==> src/rtl/ssp_audio_conditioner.sv <==
// Audio back end for the SuperSprite PSG: boxcar decimation, DC-blocking high-pass,
// 4-bit saturating volume and a show-ahead output FIFO with a valid/ready handshake.
module ssp_audio_conditioner #(
  parameter int unsigned DECIM_LOG2 = 9,
  parameter int unsigned DC_SHIFT   = 10,
  parameter int unsigned FIFO_DEPTH = 4
) (
  input  logic        clk_logic,
  input  logic        system_reset_n,
  input  logic        enable_i,
  input  logic [15:0] audio_i,
  input  logic [3:0]  volume_i,
  output logic [15:0] sample_o,
  output logic        sample_valid_o,
  input  logic        sample_ready_i,
  output logic        clip_o,
  output logic        overflow_o,
  input  logic        clear_i
);

  localparam int unsigned AccW  = 16 + DECIM_LOG2;
  localparam int unsigned DcW   = 18 + DC_SHIFT;
  localparam int unsigned AddrW = (FIFO_DEPTH > 1) ? $clog2(FIFO_DEPTH) : 1;

  localparam logic signed [22:0] SatMax = 23'sd32767;
  localparam logic signed [22:0] SatMin = -23'sd32768;

  // ---------------------------------------------------------------------------
  // Stage 1: decimation window
  // ---------------------------------------------------------------------------
  logic [DECIM_LOG2-1:0] cnt_q;
  logic [AccW-1:0]       acc_q;
  logic [AccW-1:0]       acc_sum;
  logic [15:0]           avg_q;
  logic                  v1_q;
  logic                  tick;

  assign acc_sum = acc_q + AccW'(audio_i);
  assign tick    = enable_i && (cnt_q == '1);

  always_ff @(posedge clk_logic or negedge system_reset_n) begin
    if (!system_reset_n) begin
      cnt_q <= '0;
      acc_q <= '0;
      avg_q <= '0;
      v1_q  <= 1'b0;
    end else if (!enable_i) begin
      // A partial window is thrown away rather than resumed later.
      cnt_q <= '0;
      acc_q <= '0;
      v1_q  <= 1'b0;
    end else begin
      cnt_q <= cnt_q + DECIM_LOG2'(1);
      v1_q  <= tick;
      if (tick) begin
        acc_q <= '0;
        avg_q <= 16'(acc_sum >> DECIM_LOG2);
      end else begin
        acc_q <= acc_sum;
      end
    end
  end

  // ---------------------------------------------------------------------------
  // Stage 2: first-order DC blocker, pole at 2^-DC_SHIFT
  // ---------------------------------------------------------------------------
  logic signed [DcW-1:0] dc_acc_q;
  logic signed [DcW-1:0] dc_est;
  logic signed [DcW-1:0] x_ext;
  logic signed [DcW-1:0] hp_full;
  logic signed [17:0]    hp_q;
  logic                  v2_q;

  assign x_ext   = DcW'({1'b0, avg_q});
  assign dc_est  = dc_acc_q >>> DC_SHIFT;
  assign hp_full = x_ext - dc_est;

  always_ff @(posedge clk_logic or negedge system_reset_n) begin
    if (!system_reset_n) begin
      dc_acc_q <= '0;
      hp_q     <= '0;
      v2_q     <= 1'b0;
    end else begin
      v2_q <= v1_q;
      if (v1_q) begin
        hp_q     <= hp_full[17:0];
        dc_acc_q <= dc_acc_q + hp_full;
      end
    end
  end

  // ---------------------------------------------------------------------------
  // Stage 3: volume in 1/8 steps with saturation
  // ---------------------------------------------------------------------------
  logic signed [22:0] prod;
  logic signed [22:0] scaled;
  logic [15:0]        sat_val;
  logic               sat_hit;
  logic [15:0]        sat_q;
  logic               v3_q;
  logic               clip_set;

  assign prod   = hp_q * $signed({1'b0, volume_i});
  assign scaled = prod >>> 3;

  always_comb begin
    sat_val = scaled[15:0];
    sat_hit = 1'b0;
    if (scaled > SatMax) begin
      sat_val = 16'h7fff;
      sat_hit = 1'b1;
    end else if (scaled < SatMin) begin
      sat_val = 16'h8000;
      sat_hit = 1'b1;
    end
  end

  assign clip_set = v2_q && sat_hit;

  always_ff @(posedge clk_logic or negedge system_reset_n) begin
    if (!system_reset_n) begin
      sat_q <= '0;
      v3_q  <= 1'b0;
    end else begin
      v3_q <= v2_q;
      if (v2_q) begin
        sat_q <= sat_val;
      end
    end
  end

  // ---------------------------------------------------------------------------
  // Stage 4: show-ahead FIFO, pointers carry one extra wrap bit
  // ---------------------------------------------------------------------------
  logic [AddrW:0] wr_ptr_q;
  logic [AddrW:0] rd_ptr_q;
  logic [15:0]    mem_q [FIFO_DEPTH];
  logic           empty;
  logic           full;
  logic           pop;
  logic           push;
  logic           ovf_set;

  assign empty = (wr_ptr_q == rd_ptr_q);
  assign full  = ((wr_ptr_q ^ rd_ptr_q) == {1'b1, {AddrW{1'b0}}});
  assign pop   = !empty && sample_ready_i;
  // A pop on the same edge frees the slot, so a full FIFO can still accept.
  assign push    = v3_q && (!full || pop);
  assign ovf_set = v3_q && full && !pop;

  always_ff @(posedge clk_logic or negedge system_reset_n) begin
    if (!system_reset_n) begin
      wr_ptr_q <= '0;
      rd_ptr_q <= '0;
      for (int unsigned i = 0; i < FIFO_DEPTH; i++) begin
        mem_q[i] <= '0;
      end
    end else begin
      if (push) begin
        mem_q[wr_ptr_q[AddrW-1:0]] <= sat_q;
        wr_ptr_q                   <= wr_ptr_q + (AddrW + 1)'(1);
      end
      if (pop) begin
        rd_ptr_q <= rd_ptr_q + (AddrW + 1)'(1);
      end
    end
  end

  assign sample_o       = mem_q[rd_ptr_q[AddrW-1:0]];
  assign sample_valid_o = !empty;

  // ---------------------------------------------------------------------------
  // Sticky status; a set event on the same edge as clear_i wins
  // ---------------------------------------------------------------------------
  logic clip_q;
  logic ovf_q;

  always_ff @(posedge clk_logic or negedge system_reset_n) begin
    if (!system_reset_n) begin
      clip_q <= 1'b0;
      ovf_q  <= 1'b0;
    end else begin
      if (clip_set) begin
        clip_q <= 1'b1;
      end else if (clear_i) begin
        clip_q <= 1'b0;
      end
      if (ovf_set) begin
        ovf_q <= 1'b1;
      end else if (clear_i) begin
        ovf_q <= 1'b0;
      end
    end
  end

  assign clip_o     = clip_q;
  assign overflow_o = ovf_q;

endmodule
==> config.mk <==
export PLATFORM = sky130hd
export DESIGN_NAME = ssp_audio_conditioner
export DESIGN_NICKNAME = d
export VERILOG_FILES = /design/src/rtl/ssp_audio_conditioner.sv
export SDC_FILE = /design/constraint.sdc
export NUM_CORES = 1
export LEC_CHECK = 0
export ABC_AREA = 1
export BUFFER_PORTS_ARGS = -buffer_cell sky130_fd_sc_hd__buf_2
export CAP_MARGIN = 5
export CORE_ASPECT_RATIO = 0.75
export CORE_MARGIN = 4
export CORE_UTILIZATION = 58
export DETAILED_ROUTE_END_ITERATION = 8
export PLACE_DENSITY = 0.77
export SETUP_SLACK_MARGIN = 0.2
export SLEW_MARGIN = 20
export SYNTH_ARGS = -nofsm -noshare
export SYNTH_HDL_FRONTEND = slang
export SYNTH_SLANG_ARGS = --single-unit
==> constraint.sdc <==
create_clock -name clk_logic -period 3.5 [get_ports clk_logic]
set_clock_uncertainty 0.1 [all_clocks]
set_input_delay 0.7 -clock clk_logic [delete_from_list [all_inputs] [get_ports clk_logic]]
set_output_delay 0.7 -clock clk_logic [all_outputs]
set_load 0.03 [all_outputs]
==> qor.txt <==
Met3 Routed Length: 3.71 mm
Port buffer count: 43
Final hold slack: 0.162 ns
CTS tree: done
Peak VDD IR: 381 uV
Cells after Synth: 1786
Die Wd: 187 um
Initial Utilization: 0.599
Nets: 2240
Failing checks: negative setup slack
Area Overhead vs Synth: 39.1%
Rows: 48
Leak: 10.4 nW
Initial antenna violation count: 0
Post-CTS Hold Fix Bufs: 0
Max FO, Critical Path: 4
Sequential area share after synthesis: 0.334
Antenna Cells: 0
Area of the core: 23400 sq um
CP Capture Type: flop
Post-Syn Area per Cell: 7.84 sq um
Worst Hold Class: in2async
GRT Overall Usage: 0.304
Die height: 143 um
Worst-margin pin slew: 0.731 ns
Final GP Congestion: 0.941
Synth cell types: 53
Detailed Route Iter0 Violations: 1586
Ys async rst share: 1.00
Syn Std Cell Area: 14000 sq um
IO Count: 44
Post-synth EDFFs: 0
DRT Pass-1 Iters: 6
#FFs+latches synth: 187
Fin worst setup slack: -0.708 ns
Top post-synthesis cells by area: dfrtp_1 (33%), nand2_1 (13%), ha_1 (9.7%), inv_1 (6.8%), fa_1 (5.7%)
H-tree level count: 4
Tmin final: 4.21 ns
Number of max-cap violations: 0
Top layer in use: met4
Synth warn: 0
CTS sink cnt: 187
Clock Pin Slew Worst Setup and Hold Paths: 0.08 ns
Crit path kind: reg2reg
Ys flop type: dfrtp_1
Drt total wl: 48.7 mm
Max Clock Freq: 238 MHz
Setup Slack @ Placement: -0.853 ns
Fin. max-slew vios: 0
DRC errors left: 0
Slew headroom: 0.508
Die Area: 26700 sq um
Period utilization: 1.20
Largest area contributor in the netlist: dfrtp_1
Pwr Density: 262 nW/um^2
Largest net degree at the start of global routing: 81
Crit path required time: 3.71 ns
Fill cell count: 1202
Post-synth top area share: 0.334
Proportion of layout cells with a drive suffix above 1: 0.404
Most frequent cell after synthesis: nand2_1
Commonest cells in the netlist: nand2_1 (468), inv_1 (254), dfrtp_1 (187)
Routed Antenna Nets: 0
Grt total ovfl: 0
Worst-Skew Late Latency: 0.46 ns
Status: complete, but fails checks
Vias in the first global route: 13394
WL/cell: 20.5 um
Startpoint types: flop
Met2 WL: 23.2 mm
First-pass GRT wire length: 66.3 mm
Maximum buffer depth of the clock tree: 2
RSZ-0062 raised after global routing: yes
Synth Net Count: 1959
Vias: 14406
Setup violators final: 37
Crit path DAT: 4.42 ns
Vias per cell: 6.06
Post-DP HPWL: 27.2 mm
Final hold violation count: 0
WL met1: 18.3 mm
CTS Buf Count: 17
Root buf cell: clkbuf_16
==> path summary, 6_finish.rpt <==
path	from	endpoint	slack [ns]	cells after the start
hold reg to reg	cnt_q[0]$_DFF_PN0_	cnt_q[0]$_DFF_PN0_	0.39	1
max in group asynchronous	system_reset_n	avg_q[9]$_DFFE_PN0P_	2.35	2
hold / removal	system_reset_n	hp_q[13]$_DFFE_PN0P_	0.16	1
setup / recovery	dc_acc_q[16]$_DFFE_PN0P_	dc_acc_q[24]$_DFFE_PN0P_	-0.71	19
min in group clk_logic	cnt_q[0]$_DFF_PN0_	cnt_q[0]$_DFF_PN0_	0.39	1
setup reg to reg	dc_acc_q[16]$_DFFE_PN0P_	dc_acc_q[24]$_DFFE_PN0P_	-0.71	19
==> state kept, by name (all words and copies together), names as in the netlist, 3 cells and up <==
register  count
avg_q        16
sat_q        16
cnt_q         9
hp_q         18
rd_ptr_q      3
acc_q        25
mem_q        64
dc_acc_q     28
wr_ptr_q      3
==> metal layers <==
layer	GRT usage	up-vias
met1	0.392	6849
met2	0.530	949
li1	-	6296
met4	0.113	0
met3	0.0397	312
met5	0	-
==> report_power, final <==
part | switching, mW | leakage (nW) | total (mW) | internal [mW]
registers | 0.0385 | 2.49 | 2.27 | 2.23
logic | 0.591 | 7.61 | 0.881 | 0.290
clock network | 0.980 | 0.270 | 1.95 | 0.969
==> what timing repair did <==
action / 4_1_cts / 5_1_grt
setup endpoints to repair: 37 / 38
resized for setup: 217 / 220
pin swaps: 102 / 115
cloned: 2 / 0
buffers inserted: 27 / 30
==> cell families after synthesis <==
group / count (synthesis) / share of synthesized area
adder cells (fa/ha/maj): 148 / 0.154
XOR/XNOR: 63 / 0.0394
multiplexers: 64 / 0.0515
AND/OR/NAND/NOR: 758 / 0.231
flip-flops: 187 / 0.334
buffers and inverters: 300 / 0.0852
AO/OA/AOI/OAI: 266 / 0.105
==> through the flow <==
step | cell area [sq um] | power, mW | cells | util | TNS (ns)
after CTS | 18300 | 5.00 | 2349 | 0.784 | -5.08
after floorplan | 14800 | 2.88 | 1786 | - | -7.00
after global routing | 19500 | 5.26 | 2379 | 0.833 | -20.60
final | 19500 | 5.10 | 2379 | 0.833 | -17.27
after detailed placement | 16700 | 3.10 | 2289 | 0.715 | -17.42
after global placement | 16700 | 3.08 | 2289 | 0.715 | -15.12
==> layout make-up <==
class,count,area [sq um],share of cell area
sequential,187,4680,0.240
inverter,258,993,0.0510
clock inverter,12,108,0.00553
timing repair buffer,302,2390,0.123
multi-input combinational,1301,10500,0.538
tap,300,375,0.0193
clock buffer,19,453,0.0233
==> worst max-delay path: stages (launching register included) <==
cell and delay (ns):
dfrtp_1 0.50, inv_1 0.21, ha_1 0.36, a21oi_1 0.27, o21ai_1 0.15, a21oi_2 0.20, o21ai_1 0.14, or2_1 0.26
and2_1 0.20, ha_4 0.33, nand2_1 0.16, inv_1 0.14, a21boi_0 0.12, buf_4 0.15, o21ai_0 0.23, nand2_1 0.19
nand3_1 0.13, nand2_1 0.05, nand3_1 0.07, o21ai_1 0.08
==> cells in the final DEF (no fill, tap or decap), drive strengths merged <==
master	n
mux2	64
nand4	15
a21boi	3
nand3	65
a21o	11
clkinvlp	3
a31oi	5
nand3b	4
nand2b	1
fa	40
nor4	4
a32o	1
ha	108
dfrtp	187
a21oi	98
inv	262
nor3b	1
clkbuf	20
clkinv	5
o21ai	113
and2	5
o31ai	2
o211ai	4
a22oi	1
a221oi	1
nor2b	1
nor2	141
o21bai	10
xnor2	25
o22ai	17
or2	14
nand2	490
nor3	19
xor2	38
buf	301
(Power assumes the default switching activity.)
